===== src/rtl/l2_vc_pkg.sv =====
// Shared types and constants for the L2-side victim-cache requester.
package l2_vc_pkg;

    localparam int LINE_W   = 256;
    localparam int OFFSET_W = 5;
    localparam int ADDR_W   = 32;

    typedef enum logic [1:0] {
        IDLE   = 2'd0,
        LOOKUP = 2'd1,
        PUSH   = 2'd2,
        DONE   = 2'd3
    } state_e;

    localparam logic [ADDR_W-1:0] OFFSET_MASK = ADDR_W'((1 << OFFSET_W) - 1);

    function automatic logic [ADDR_W-1:0] line_addr(input logic [ADDR_W-1:0] a);
        return a & ~OFFSET_MASK;
    endfunction

endpackage


===== src/rtl/l2_victim_requester_if.sv =====
// L2 miss/evict request side plus victim-cache request side, with statistics.
interface l2_victim_requester_if #(
    parameter int CNT_W = 16
);
    import l2_vc_pkg::*;

    logic                 l2_req;
    logic                 l2_ready;
    logic [ADDR_W-1:0]    l2_address;
    logic                 l2_evict_valid;
    logic [ADDR_W-1:0]    l2_evict_address;
    logic [LINE_W-1:0]    l2_evict_data;
    logic                 l2_done;
    logic [LINE_W-1:0]    l2_fill_data;
    logic                 l2_fill_hit;
    logic                 l2_err;

    logic                 vc_read;
    logic                 vc_write;
    logic [ADDR_W-1:0]    vc_address;
    logic [ADDR_W-1:0]    vc_lru_address;
    logic [LINE_W-1:0]    vc_wdata;
    logic [LINE_W-1:0]    vc_rdata;
    logic                 vc_hit;
    logic                 vc_resp;

    logic [CNT_W-1:0]     hit_count;
    logic [CNT_W-1:0]     miss_count;

    modport master (
        input  l2_req, l2_address, l2_evict_valid, l2_evict_address, l2_evict_data,
        input  vc_rdata, vc_hit, vc_resp,
        output l2_ready, l2_done, l2_fill_data, l2_fill_hit, l2_err,
        output vc_read, vc_write, vc_address, vc_lru_address, vc_wdata,
        output hit_count, miss_count
    );

    modport slave (
        output l2_req, l2_address, l2_evict_valid, l2_evict_address, l2_evict_data,
        output vc_rdata, vc_hit, vc_resp,
        input  l2_ready, l2_done, l2_fill_data, l2_fill_hit, l2_err,
        input  vc_read, vc_write, vc_address, vc_lru_address, vc_wdata,
        input  hit_count, miss_count
    );

endinterface


===== src/rtl/l2_vc_sat_counter.sv =====
// Saturating up-counter; sticks at all-ones. Registered, 1-cycle update latency.
module l2_vc_sat_counter #(
    parameter int CNT_W = 16
) (
    input  logic             clk,
    input  logic             rst_n,
    input  logic             inc_i,
    output logic [CNT_W-1:0] out_o
);

    logic [CNT_W-1:0] cnt_q;

    always_ff @(posedge clk or negedge rst_n) begin
        if (!rst_n) begin
            cnt_q <= '0;
        end else if (inc_i && (cnt_q != {CNT_W{1'b1}})) begin
            cnt_q <= cnt_q + CNT_W'(1);
        end
    end

    assign out_o = cnt_q;

endmodule


===== src/rtl/l2_victim_requester.sv =====
// L2 miss -> victim-cache lookup, then optional victim push; l2_done 2 cycles after accept (3 with evict).
// One transaction in flight: l2_ready only in IDLE; vc_resp may stall each phase up to TIMEOUT_CYCLES.
module l2_victim_requester
    import l2_vc_pkg::*;
#(
    parameter int TIMEOUT_CYCLES = 1023,
    parameter int CNT_W          = 16
) (
    input  logic                          clk,
    input  logic                          rst_n,
    l2_victim_requester_if.master         req_if
);

    localparam int TMO_W = $clog2(TIMEOUT_CYCLES + 1);
    localparam logic [TMO_W-1:0] TMO_LAST = TMO_W'(TIMEOUT_CYCLES - 1);

    state_e              state_q, state_d;
    logic [TMO_W-1:0]    tmo_q, tmo_d;
    logic                err_q, err_d;

    logic [ADDR_W-1:0]   addr_q;
    logic                evict_vld_q;
    logic [ADDR_W-1:0]   evict_addr_q;
    logic [LINE_W-1:0]   evict_dat_q;
    logic [LINE_W-1:0]   fill_dat_q;
    logic                fill_hit_q;

    logic                latch_req;
    logic                lookup_done;
    logic                tmo_expire;

    assign tmo_expire = (tmo_q == TMO_LAST);

    always_comb begin
        state_d     = state_q;
        tmo_d       = tmo_q;
        err_d       = err_q;
        latch_req   = 1'b0;
        lookup_done = 1'b0;
        case (state_q)
            IDLE: begin
                if (req_if.l2_req) begin
                    latch_req = 1'b1;
                    err_d     = 1'b0;
                    tmo_d     = '0;
                    state_d   = LOOKUP;
                end
            end
            LOOKUP: begin
                if (req_if.vc_resp) begin
                    lookup_done = 1'b1;
                    tmo_d       = '0;
                    state_d     = evict_vld_q ? PUSH : DONE;
                end else if (tmo_expire) begin
                    err_d   = 1'b1;
                    state_d = DONE;
                end else begin
                    tmo_d = tmo_q + TMO_W'(1);
                end
            end
            PUSH: begin
                if (req_if.vc_resp) begin
                    state_d = DONE;
                end else if (tmo_expire) begin
                    err_d   = 1'b1;
                    state_d = DONE;
                end else begin
                    tmo_d = tmo_q + TMO_W'(1);
                end
            end
            DONE: begin
                state_d = IDLE;
            end
            default: begin
                state_d = IDLE;
            end
        endcase
    end

    always_ff @(posedge clk or negedge rst_n) begin
        if (!rst_n) begin
            state_q <= IDLE;
            tmo_q   <= '0;
            err_q   <= 1'b0;
        end else begin
            state_q <= state_d;
            tmo_q   <= tmo_d;
            err_q   <= err_d;
        end
    end

    // Request fields are frozen at acceptance; later input changes must not leak in.
    always_ff @(posedge clk or negedge rst_n) begin
        if (!rst_n) begin
            addr_q       <= '0;
            evict_vld_q  <= 1'b0;
            evict_addr_q <= '0;
            evict_dat_q  <= '0;
        end else if (latch_req) begin
            addr_q       <= line_addr(req_if.l2_address);
            evict_vld_q  <= req_if.l2_evict_valid;
            evict_addr_q <= line_addr(req_if.l2_evict_address);
            evict_dat_q  <= req_if.l2_evict_data;
        end
    end

    always_ff @(posedge clk or negedge rst_n) begin
        if (!rst_n) begin
            fill_dat_q <= '0;
            fill_hit_q <= 1'b0;
        end else if (lookup_done) begin
            fill_dat_q <= req_if.vc_rdata;
            fill_hit_q <= req_if.vc_hit;
        end
    end

    logic [CNT_W-1:0] hit_cnt;
    logic [CNT_W-1:0] miss_cnt;

    l2_vc_sat_counter #(.CNT_W(CNT_W)) u_hit_cnt (
        .clk   (clk),
        .rst_n (rst_n),
        .inc_i (lookup_done && req_if.vc_hit),
        .out_o (hit_cnt)
    );

    l2_vc_sat_counter #(.CNT_W(CNT_W)) u_miss_cnt (
        .clk   (clk),
        .rst_n (rst_n),
        .inc_i (lookup_done && !req_if.vc_hit),
        .out_o (miss_cnt)
    );

    assign req_if.l2_ready       = (state_q == IDLE);
    assign req_if.l2_done        = (state_q == DONE);
    assign req_if.l2_err         = (state_q == DONE) && err_q;
    assign req_if.l2_fill_data   = fill_dat_q;
    assign req_if.l2_fill_hit    = fill_hit_q;
    assign req_if.vc_read        = (state_q == LOOKUP);
    assign req_if.vc_write       = (state_q == PUSH);
    assign req_if.vc_address     = addr_q;
    assign req_if.vc_lru_address = evict_addr_q;
    assign req_if.vc_wdata       = evict_dat_q;
    assign req_if.hit_count      = hit_cnt;
    assign req_if.miss_count     = miss_cnt;

endmodule

===== src/flat_wrapper.sv =====
// flat-port wrapper written by rule: the top's interface ports become plain ports
module l2_victim_requester_flat import l2_vc_pkg::*;
#(
    parameter int TIMEOUT_CYCLES = 1023,
    parameter int CNT_W          = 16
)
  (clk, rst_n, req_if_l2_req, req_if_l2_address, req_if_l2_evict_valid, req_if_l2_evict_address, req_if_l2_evict_data, req_if_vc_rdata, req_if_vc_hit, req_if_vc_resp, req_if_l2_ready, req_if_l2_done, req_if_l2_fill_data, req_if_l2_fill_hit, req_if_l2_err, req_if_vc_read, req_if_vc_write, req_if_vc_address, req_if_vc_lru_address, req_if_vc_wdata, req_if_hit_count, req_if_miss_count);
  l2_victim_requester_if #(.CNT_W(CNT_W)) req_if_i ();
  input  logic clk;
  input  logic rst_n;
  input wire logic [$bits(req_if_i.l2_req)-1:0] req_if_l2_req;
  input wire logic [$bits(req_if_i.l2_address)-1:0] req_if_l2_address;
  input wire logic [$bits(req_if_i.l2_evict_valid)-1:0] req_if_l2_evict_valid;
  input wire logic [$bits(req_if_i.l2_evict_address)-1:0] req_if_l2_evict_address;
  input wire logic [$bits(req_if_i.l2_evict_data)-1:0] req_if_l2_evict_data;
  input wire logic [$bits(req_if_i.vc_rdata)-1:0] req_if_vc_rdata;
  input wire logic [$bits(req_if_i.vc_hit)-1:0] req_if_vc_hit;
  input wire logic [$bits(req_if_i.vc_resp)-1:0] req_if_vc_resp;
  output wire logic [$bits(req_if_i.l2_ready)-1:0] req_if_l2_ready;
  output wire logic [$bits(req_if_i.l2_done)-1:0] req_if_l2_done;
  output wire logic [$bits(req_if_i.l2_fill_data)-1:0] req_if_l2_fill_data;
  output wire logic [$bits(req_if_i.l2_fill_hit)-1:0] req_if_l2_fill_hit;
  output wire logic [$bits(req_if_i.l2_err)-1:0] req_if_l2_err;
  output wire logic [$bits(req_if_i.vc_read)-1:0] req_if_vc_read;
  output wire logic [$bits(req_if_i.vc_write)-1:0] req_if_vc_write;
  output wire logic [$bits(req_if_i.vc_address)-1:0] req_if_vc_address;
  output wire logic [$bits(req_if_i.vc_lru_address)-1:0] req_if_vc_lru_address;
  output wire logic [$bits(req_if_i.vc_wdata)-1:0] req_if_vc_wdata;
  output wire logic [$bits(req_if_i.hit_count)-1:0] req_if_hit_count;
  output wire logic [$bits(req_if_i.miss_count)-1:0] req_if_miss_count;
  assign req_if_i.l2_req = req_if_l2_req;
  assign req_if_i.l2_address = req_if_l2_address;
  assign req_if_i.l2_evict_valid = req_if_l2_evict_valid;
  assign req_if_i.l2_evict_address = req_if_l2_evict_address;
  assign req_if_i.l2_evict_data = req_if_l2_evict_data;
  assign req_if_i.vc_rdata = req_if_vc_rdata;
  assign req_if_i.vc_hit = req_if_vc_hit;
  assign req_if_i.vc_resp = req_if_vc_resp;
  assign req_if_l2_ready = req_if_i.l2_ready;
  assign req_if_l2_done = req_if_i.l2_done;
  assign req_if_l2_fill_data = req_if_i.l2_fill_data;
  assign req_if_l2_fill_hit = req_if_i.l2_fill_hit;
  assign req_if_l2_err = req_if_i.l2_err;
  assign req_if_vc_read = req_if_i.vc_read;
  assign req_if_vc_write = req_if_i.vc_write;
  assign req_if_vc_address = req_if_i.vc_address;
  assign req_if_vc_lru_address = req_if_i.vc_lru_address;
  assign req_if_vc_wdata = req_if_i.vc_wdata;
  assign req_if_hit_count = req_if_i.hit_count;
  assign req_if_miss_count = req_if_i.miss_count;
  l2_victim_requester #(.TIMEOUT_CYCLES(TIMEOUT_CYCLES), .CNT_W(CNT_W)) u_core (.clk(clk), .rst_n(rst_n), .req_if(req_if_i));
endmodule

===== config.mk =====
export PLATFORM = sky130hd
export DESIGN_NAME = l2_victim_requester_flat
export DESIGN_NICKNAME = d
export VERILOG_FILES = /design/src/rtl/l2_vc_pkg.sv /design/src/rtl/l2_victim_requester_if.sv /design/src/rtl/l2_vc_sat_counter.sv /design/src/rtl/l2_victim_requester.sv /design/src/flat_wrapper.sv
export SDC_FILE = /design/constraint.sdc
export NUM_CORES = 1
export LEC_CHECK = 0
export ABC_AREA = 1
export CORE_AREA = 2 2 465 467
export CTS_CLUSTER_SIZE = 8
export DETAILED_ROUTE_END_ITERATION = 10
export DIE_AREA = 0 0 467 469
export PLACE_DENSITY = 0.3
export SLEW_MARGIN = 5
export SYNTH_ARGS = -nofsm -noshare
export SYNTH_HDL_FRONTEND = slang
export SYNTH_SLANG_ARGS = --single-unit
export TNS_END_PERCENT = 5

===== constraint.sdc =====
create_clock -name clk -period 5.15 [get_ports clk]
set_input_delay 0.515 -clock clk [delete_from_list [all_inputs] [get_ports clk]]
set_output_delay 0.515 -clock clk [all_outputs]
set_load 0.005 [all_outputs]

==> results of run 1 <==
==> final timing paths <==
| kind | slack, ns | to | cells after the start | startpoint |
|---|---|---|---|---|
| worst max register to register | 2.48 | u_core.req_if.l2_fill_data[32] | 5 | u_core.state_q[1] |
| worst max-delay path | 2.33 | req_if_vc_read | 3 | u_core.state_q[1] |
| worst min-delay path | 0.36 | u_core.req_if.l2_fill_data[113] | 2 | req_if_vc_rdata[113] |
| worst min register to register | 0.49 | u_core.req_if.l2_fill_data[148] | 1 | u_core.req_if.l2_fill_data[148] |
| max in group asynchronous | 3.48 | u_core.u_hit_cnt.out_o[12] | 3 | rst_n |
| min in group asynchronous | 0.45 | u_core.req_if.vc_wdata[174] | 2 | rst_n |
==> state kept, by name, indices dropped and copies added, names as in the netlist <==
name                          flops
u_core.err_q                      1
u_core.evict_vld_q                1
u_core.req_if.l2_fill_data      256
u_core.req_if.l2_fill_hit         1
u_core.req_if.vc_address         27
u_core.req_if.vc_lru_address     27
u_core.req_if.vc_wdata          256
u_core.state_q                    2
u_core.tmo_q                     10
u_core.u_hit_cnt.out_o           16
u_core.u_miss_cnt.out_o          16
==> cell usage in the layout, fill, tap and decap left out, types with 5 or more instances in the layout <==
master,count
ha_1,9
nand4_1,9
nand3_2,5
o21ai_2,7
clkbuf_16,92
nor3_1,10
mux2_2,349
clkdlybuf4s50_1,1174
buf_4,7
mux2_4,10
clkbuf_8,7
diode_2,12
o21ai_0,14
nand2_1,118
xnor2_1,7
nand2_2,16
mux2_1,208
xor2_1,12
buf_12,12
nand3_1,23
clkbuf_1,23
conb_1,10
inv_1,48
nor2_1,34
dfrtp_1,613
==> final cells by class <==
type / count / area (µm²)
fillers: 23200 / 172000
well taps: 2838 / 3550
diodes: 12 / 30.0
clock inverters: 11 / 246
multi-input cells: 863 / 8020
clock buffers: 122 / 2480
repair buffers: 1195 / 12100
flip-flops and latches: 613 / 15300
inverters: 50 / 190
==> cells in the mapped netlist <==
library cell / n / share of area
nand4_1: 9 / 0.0023
nand3_1: 23 / 0.0048
nand4_2: 1 / 0.00052
conb_1: 1 / 0.00016
mux2_2: 349 / 0.16
nand2_1: 119 / 0.019
inv_1: 48 / 0.0075
nor3_2: 1 / 0.00042
o21ai_1: 1 / 0.00021
nand2_4: 1 / 0.00047
nand3b_1: 2 / 0.00062
xor2_1: 12 / 0.0044
inv_4: 1 / 0.00026
buf_4: 11 / 0.0034
o21ai_2: 7 / 0.0025
nor3_1: 10 / 0.0021
ha_1: 9 / 0.0047
nor3_4: 1 / 0.00068
o21bai_1: 4 / 0.0012
nor2_1: 34 / 0.0053
inv_2: 1 / 0.00016
nand2_2: 17 / 0.0044
nand3_2: 5 / 0.0021
buf_12: 1 / 0.00083
mux2_1: 208 / 0.097
buf_6: 27 / 0.013
nand3b_2: 2 / 0.00093
a21oi_1: 2 / 0.00042
nor2_4: 2 / 0.00093
buf_2: 37 / 0.0077
xnor2_1: 7 / 0.0025
dfrtp_1: 613 / 0.64
o21ai_0: 14 / 0.0029
a22oi_1: 1 / 0.00031
nor2_2: 2 / 0.00052
mux2_4: 10 / 0.0062
==> cell families (layout without fill, tap and decap cells) <==
group,after synthesis,count (layout)
adders and majority gates,9,9
other,1,22
buffers and inverters,126,1378
AOI/OAI and AO/OA,29,29
xor gates and xnor gates,19,19
muxes,567,567
and+or+nand+nor,229,229
DFF,613,613
==> what timing repair did <==
| item | in CTS | in global routing |
|---|---|---|
| hold buffers | 1 | 0 |
| buffers inserted | 0 | 0 |
| endpoints found under the hold margin | 59 | 0 |
==> routing by layer <==
layer	vias to the layer above	global-route usage	wire length, µm	share of wire
li1	7933	-	-	-
met1	8696	0.119	46800	0.37
met2	859	0.186	61000	0.48
met3	193	0.0551	14300	0.11
met4	40	0.0404	3720	0.029
met5	-	0	266	0.0021
==> metrics by stage <==
stage                     area, µm²  utilization  hold slack [ns]  cells  worst slack [ns]
after floorplan               24100            -            0.219   1602              3.50
after global placement        39200        0.183            0.473   5558              2.15
after detailed placement      39200        0.183            0.480   5558              2.12
after CTS                     41900        0.196            0.242   5692              2.16
after global routing          41900        0.196            0.297   5696              2.18
final                         41900        0.196            0.362   5704              2.33
==> where the power goes <==
| part | internal [mW] | switching [mW] | total (mW) | leakage (nW) |
|---|---|---|---|---|
| sequential | 7.20 | 1.41 | 8.61 | 7.30 |
| combinational | 6.42 | 4.10 | 10.5 | 8.03 |
| clock | 3.46 | 2.50 | 5.96 | 1.32 |
==> results.cfg, run 1 <==
[critical_path]
max_stage_delay_ns = 0.68
setup.worst_path.end_class = output port
path_class = register to output port
cp.required_ns = 4.64
crit_chain = inv_1 > ha_1 > clkdlybuf4s50_1
worst-path-buf-inv = 2
crit_family = buffers and inverters
crit_arrival_ns = 2.31
cp-start-kind = register
worst-path-max-fanout = 5
slowest_stage = clkdlybuf4s50_1

[timing]
fin_crit_ns = 2.82
maxSlewViolCount = 0
fmax_mhz = 354
rsz0062_at_grt = false
hold_viol = 0
setup_viol_count_final = 0
slew_headroom = 0.486
post-route-period-util = 0.548
finalClockSkew_ns = 0.0501
tightestPinTransition_ns = 0.770
final.setup.tns_ns = 0

[global_routing]
grt_pass1_vias = 19300
antenna_found_initial = 39
grt_start_max_net_pins = 122
grt_pass1_wl_um = 168000
grt_overflow = 0
grt_use_total = 0.111

[clock_tree]
htree_levels = 3
cts_resized = 0
insertion_delay_ns = 0.74
clockRootBuffer = clkbuf_16
cts.sinks = 613
cts_buffers = 92
cts_tree = yes
clk_path_buf_depth = 3
path_clk_slew_ns = 0.06

[route]
drc_errors = 0
viasPerCell = 3.11
vias = 17700
first_iter_violations = 620
first_pass_iters = 4
routed_wl_um = 126000
wl_per_cell_um = 22.1
drtAntennaViolNets = 0

[floorplan]
pin_count = 1196
die_y_um = 469
dieArea_um2 = 219000
die-width_um = 467
core_area_um2 = 214000
rows = 170
start_util = 0.113

[synth]
yosysSeqAreaShare = 0.637
synth_top_family_by_area = multiplexers
synth_area_um2 = 24100
synthMuxAreaShare = 0.267
syn_inst = 1593
syn_area_per_cell_um2 = 15.1
ys_seq_elements = 613
ys_warn_count = 0
synth.distinct_cells = 36
synth_xor_area_frac = 0.00691
synth-simple-area-share = 0.0446
synth_adder_area_share = 0.00468
synth_compound_area_frac = 0.00764

[layout]
area_growth_syn_to_layout_pct = 74.1
nNetsFinal = 3406
drive_gt1_frac = 0.186

[placed_design]
portBuffers = 1175
dp_hpwl_um = 99800
gp_congestion = 0.747

[outcome]
outcome = completed

[power]
powerDensity_nw_per_um2 = 598
leakagePower_nw = 16.6
p_total_mw = 25.1
vdd_drop_max_mv = 0.240

[hold_path]
hp-class = input port to register

[run]
maxCapViolations = 0
Power figures use the tool's default switching activity.
==> inputs of run 2 (changes only) <==
--- a/config.mk
+++ b/config.mk
@@ -6,10 +6,10 @@
 export NUM_CORES = 1
 export LEC_CHECK = 0
 export ABC_AREA = 1
-export CORE_AREA = 2 2 465 467
+export CORE_AREA = 2 2 468 470
 export CTS_CLUSTER_SIZE = 8
 export DETAILED_ROUTE_END_ITERATION = 10
-export DIE_AREA = 0 0 467 469
+export DIE_AREA = 0 0 470 472
 export PLACE_DENSITY = 0.3
 export SLEW_MARGIN = 5
 export SYNTH_ARGS = -nofsm -noshare
==> constraint.sdc (replaced) <==
create_clock -name clk -period 2.96 [get_ports clk]
set_input_delay 0.296 -clock clk [delete_from_list [all_inputs] [get_ports clk]]
set_output_delay 0.296 -clock clk [all_outputs]
set_load 0.005 [all_outputs]
==> run 2 against run 1 <==
  * Global-route usage is 0.17 points lower
  * Final area increased by 0.78%
  * Via count grew 0.40%
  * Worst setup slack worse by 1.9 ns
  * Critical path type unchanged
  * Critical endpoint is now req_if_vc_write
==> results.cfg, run 2 (synthesis gave the netlist of run 1 again) <==
[layout]
final_core_util = 0.195
drive_gt1_frac = 0.194
mostFrequentLayoutCell = clkdlybuf4s50_1
num-fill-cells = 23500
final_cell_area_um2 = 42300
final_cell_mix = clkdlybuf4s50_1 (1,174), dfrtp_1 (613), mux2_2 (349)
nNetsFinal = 3435
area_growth_syn_to_layout_pct = 75.4

[floorplan]
core_area_um2 = 217000
die-width_um = 470
rows = 171
start_util = 0.111
die_y_um = 472
dieArea_um2 = 222000
pin_count = 1196

[critical_path]
cp-start-kind = register
setup.worst_path.end_class = output port
setup.worst_path.end = req_if_vc_write
cp.required_ns = 2.66
crit_arrival_ns = 2.28
crit_start = u_core.state_q[0]
path_class = register to output port
worst-path-max-fanout = 5
worstReg2RegEnd = u_core.u_miss_cnt.out_o[11]
r2r_cells = 9
r2r_slack_ns = 0.74
r2r-start = u_core.state_q[1]

[timing]
final.setup.tns_ns = 0
whs_ns = 0.172
fin_crit_ns = 2.57
setup_viol_count_final = 0
post-route-period-util = 0.870
rsz0062_at_grt = false
hold_viol = 0
finalClockSkew_ns = 0.0263
tightestPinTransition_ns = 0.809
slew_headroom = 0.460
maxSlewViolCount = 0
fmax_mhz = 388

[global_routing]
grt_start_max_net_pins = 70
grt_use_total = 0.109
antenna_found_initial = 47
grt_pass1_wl_um = 169000
grt_overflow = 0
grt_pass1_vias = 19300

[power]
power_frac_clock = 0.240
p_sw_mw = 13.6
vdd_drop_max_mv = 0.473
leakagePower_nw = 16.8
p_sw_frac = 0.312
powerDensity_nw_per_um2 = 1030
p_int_mw = 30.0
p_seq_frac = 0.342
combPwrFrac = 0.419

[clock_tree]
htree_levels = 3
cts_tree = yes
cts_resized = 0
cts.sinks = 613
path_clk_slew_ns = 0.05
clk_path_buf_depth = 3
insertion_delay_ns = 0.70
hold_buffers = 1
cts_buffers = 92
cts_setup_buffers = 0
clockRootBuffer = clkbuf_16

[route]
routed_wl_um = 124000
drtAntennaViolNets = 0
first_iter_violations = 514
viasPerCell = 3.10
vias = 17800
drc_errors = 0
wl_per_cell_um = 21.5
first_pass_iters = 4

[placed_design]
placed_area_um2 = 39500
portBuffers = 1175
dp_hpwl_um = 99100
gp_congestion = 0.754

[hold_path]
hold_start = req_if_vc_rdata[170]
hp-class = input port to register

[outcome]
outcome = completed

[run]
maxCapViolations = 0
==> run 2: changes by cell type in the layout (fill, tap and decap cells not counted), moves of 2 or more <==
cell | previous run | this run
buf_12 | 12 | 18
buf_4 | 7 | 30
bufinv_16 | 2 | 4
clkbuf_1 | 23 | 20
clkbuf_16 | 92 | 94
clkinv_16 | 4 | 2
diode_2 | 12 | 14
==> run 2: power groups by stage <==
stage	Combinational, mW	Sequential, mW	Clock [mW]
after floorplan	5.74	14.9	0
after global placement	18.9	15.0	0
after detailed placement	18.8	15.1	0
after CTS	18.9	15.0	11.0
after global routing	19.6	15.5	11.3
final	18.3	14.9	10.5
==> run 2: metrics by stage <==
stage / power, mW / setup WS (ns) / instances
final: 43.6 / 0.386 / 5748
after global routing: 46.5 / 0.133 / 5738
after CTS: 44.9 / 0.172 / 5734
after detailed placement: 33.8 / 0.541 / 5603
after global placement: 33.9 / 0.520 / 5603
after floorplan: 20.7 / 1.31 / 1602
==> run 2: final cells by class <==
cell class,count,area (µm²),area share
clock buffers,120,2510,0.0594
clock inverters,10,230,0.00545
inverters,50,190,0.00450
repair buffers,1224,12400,0.293
well taps,2854,3570,0.0845
flip-flops and latches,613,15300,0.363
diodes,14,35.0,0.000829
multi-input cells,863,8020,0.190
==> run 2: how the worst min path moves through the flow <==
| stage | endpoint | cells after the start |
|---|---|---|
| floorplan | u_core.err_q | 0 |
| global placement | u_core.req_if.l2_fill_data[25] | 1 |
| detailed placement | u_core.req_if.l2_fill_data[25] | 1 |
| CTS | u_core.req_if.l2_fill_data[170] | 2 |
| global route | u_core.req_if.l2_fill_data[206] | 2 |
| finish | u_core.req_if.l2_fill_data[170] | 2 |
==> run 2: layer usage <==
layer  share of wire  track usage
met5          0.0025            0
met4           0.026       0.0317
met3            0.13       0.0654
met2            0.46        0.174
met1            0.38        0.121
==> run 2: critical path, stage by stage (launching register included) <==
cell	delay (ns)
dfrtp_1	0.40
inv_1	0.16
ha_1	0.25
clkdlybuf4s50_1	0.76
==> inputs of run 3 (changes only) <==
==> constraint.sdc (replaced) <==
create_clock -name clk -period 2.96 [get_ports clk]
set_input_delay 0.592 -clock clk [delete_from_list [all_inputs] [get_ports clk]]
set_output_delay 0.592 -clock clk [all_outputs]
set_load 0.005 [all_outputs]
==> run 3 against run 2 <==
  * Non-clock buffer count decreased by 10
  * Sequential power hardly changed
  * Critical path depth unchanged
  * Sequential cell count did not move
==> results.cfg, run 3 (synthesis gave the netlist of run 1 again) <==
[placed_design]
gp_congestion = 0.753
placed_area_um2 = 39400
portBuffers = 1175
placed_cells = 5593
dp_hpwl_um = 99200

[clock_tree]
clk_path_buf_depth = 3
cts_tree = yes
cts_buffers = 91
clockRootBuffer = clkbuf_16
htree_levels = 3
insertion_delay_ns = 0.69
path_clk_slew_ns = 0.05
cts.sinks = 613

[timing]
finalClockSkew_ns = 0.0259
tightestPinTransition_ns = 0.610
fin_crit_ns = 2.71
final.setup.tns_ns = 0
rsz0062_at_grt = false
post-route-period-util = 0.916
setup_viol_count_final = 0
maxSlewViolCount = 0
slew_headroom = 0.590
hold_viol = 0
fmax_mhz = 369

[floorplan]
dieArea_um2 = 222000
core_area_um2 = 217000
rows = 171
die-width_um = 470
start_util = 0.111
pin_count = 1196
die_y_um = 472

[run]
maxCapViolations = 0

[critical_path]
crit_chain = inv_1 > ha_2 > clkdlybuf4s50_1
slowest_stage = clkdlybuf4s50_1
crit_family = buffers and inverters
worst-path-max-fanout = 5
cp.required_ns = 2.37
setup.worst_path.end_class = output port
crit_arrival_ns = 2.12
cp-start-kind = register
max_stage_delay_ns = 0.59
path_class = register to output port
worst-path-buf-inv = 2

[route]
first_pass_iters = 4
vias = 17600
wl_per_cell_um = 21.7
routed_wl_um = 124000
viasPerCell = 3.07
drc_errors = 0
drtAntennaViolNets = 0
first_iter_violations = 539

[global_routing]
grt_start_max_net_pins = 91
grt_overflow = 0
antenna_found_initial = 39
grt_use_total = 0.110
grt_pass1_wl_um = 170000
grt_pass1_vias = 19300

[power]
leakagePower_nw = 16.7
p_total_mw = 43.1
vdd_drop_max_mv = 0.425
powerDensity_nw_per_um2 = 1030

[hold_path]
hp-class = input port to async pin

[layout]
num-fill-cells = 23600
mostFrequentLayoutCell = clkdlybuf4s50_1
area_growth_syn_to_layout_pct = 74.3
nNetsFinal = 3424
drive_gt1_frac = 0.191
stdcell_count = 5729
final_cell_area_um2 = 42000
final_cell_mix = clkdlybuf4s50_1 (1,173), dfrtp_1 (613), mux2_2 (349)

[outcome]
outcome = completed
[run 3: timing repair]
action                                 in CTS  in global routing
hold buffers                                1                  0
endpoints found under the hold margin      33                  0
setup endpoints to repair                   2                  0
gates resized for setup                     2                  0
buffers inserted                            0                  0
[run 3: area by class of cell]
cell class              count  area [µm²]  share of cell area
well taps                2854        3570              0.0851
clock inverters            10         120             0.00286
clock buffers             112        2420              0.0576
flip-flops and latches    613       15300               0.365
diodes                     13        32.5            0.000775
inverters                  50         190             0.00453
repair buffers           1214       12300               0.293
multi-input cells         863        8020               0.191
[run 3: metal layers]
| metal | global-route usage | vias to the layer above | share of wire |
|---|---|---|---|
| li1 | - | 7939 | - |
| met3 | 0.0638 | 182 | 0.12 |
| met4 | 0.0331 | 36 | 0.028 |
| met2 | 0.173 | 853 | 0.46 |
| met5 | 0 | - | 0.0018 |
| met1 | 0.124 | 8596 | 0.39 |
[run 3: per-stage QoR]
stage | utilization | hold slack (ns) | setup slack (ns)
2_1_floorplan | - | 0.296 | 1.31
3_3_place_gp | 0.182 | 0.474 | 0.210
3_5_place_dp | 0.182 | 0.480 | 0.215
4_1_cts | 0.194 | 0.372 | 0.0955
5_1_grt | 0.194 | 0.405 | 0.0650
6_report | 0.194 | 0.439 | 0.249
[run 3: worst paths after layout]
check / start / endpoint / slack [ns] / depth (start not counted)
min: rst_n / u_core.req_if.vc_wdata[159] / 0.44 / 2
max reg2reg: u_core.state_q[1] / u_core.u_hit_cnt.out_o[12] / 0.80 / 9
max in group asynchronous: rst_n / u_core.req_if.vc_wdata[150] / 1.58 / 3
min reg2reg: u_core.req_if.l2_fill_data[106] / u_core.req_if.l2_fill_data[106] / 0.49 / 1
max: u_core.state_q[1] / req_if_vc_read / 0.25 / 3
min in group clk: u_core.req_if.l2_fill_data[106] / u_core.req_if.l2_fill_data[106] / 0.49 / 1
[run 3: power breakdown]
group,leakage (nW),internal (mW),switching [mW],total (mW)
Clock,1.25,5.74,4.16,9.90
Combinational,8.15,11.3,7.02,18.3
Sequential,7.30,12.5,2.34,14.9
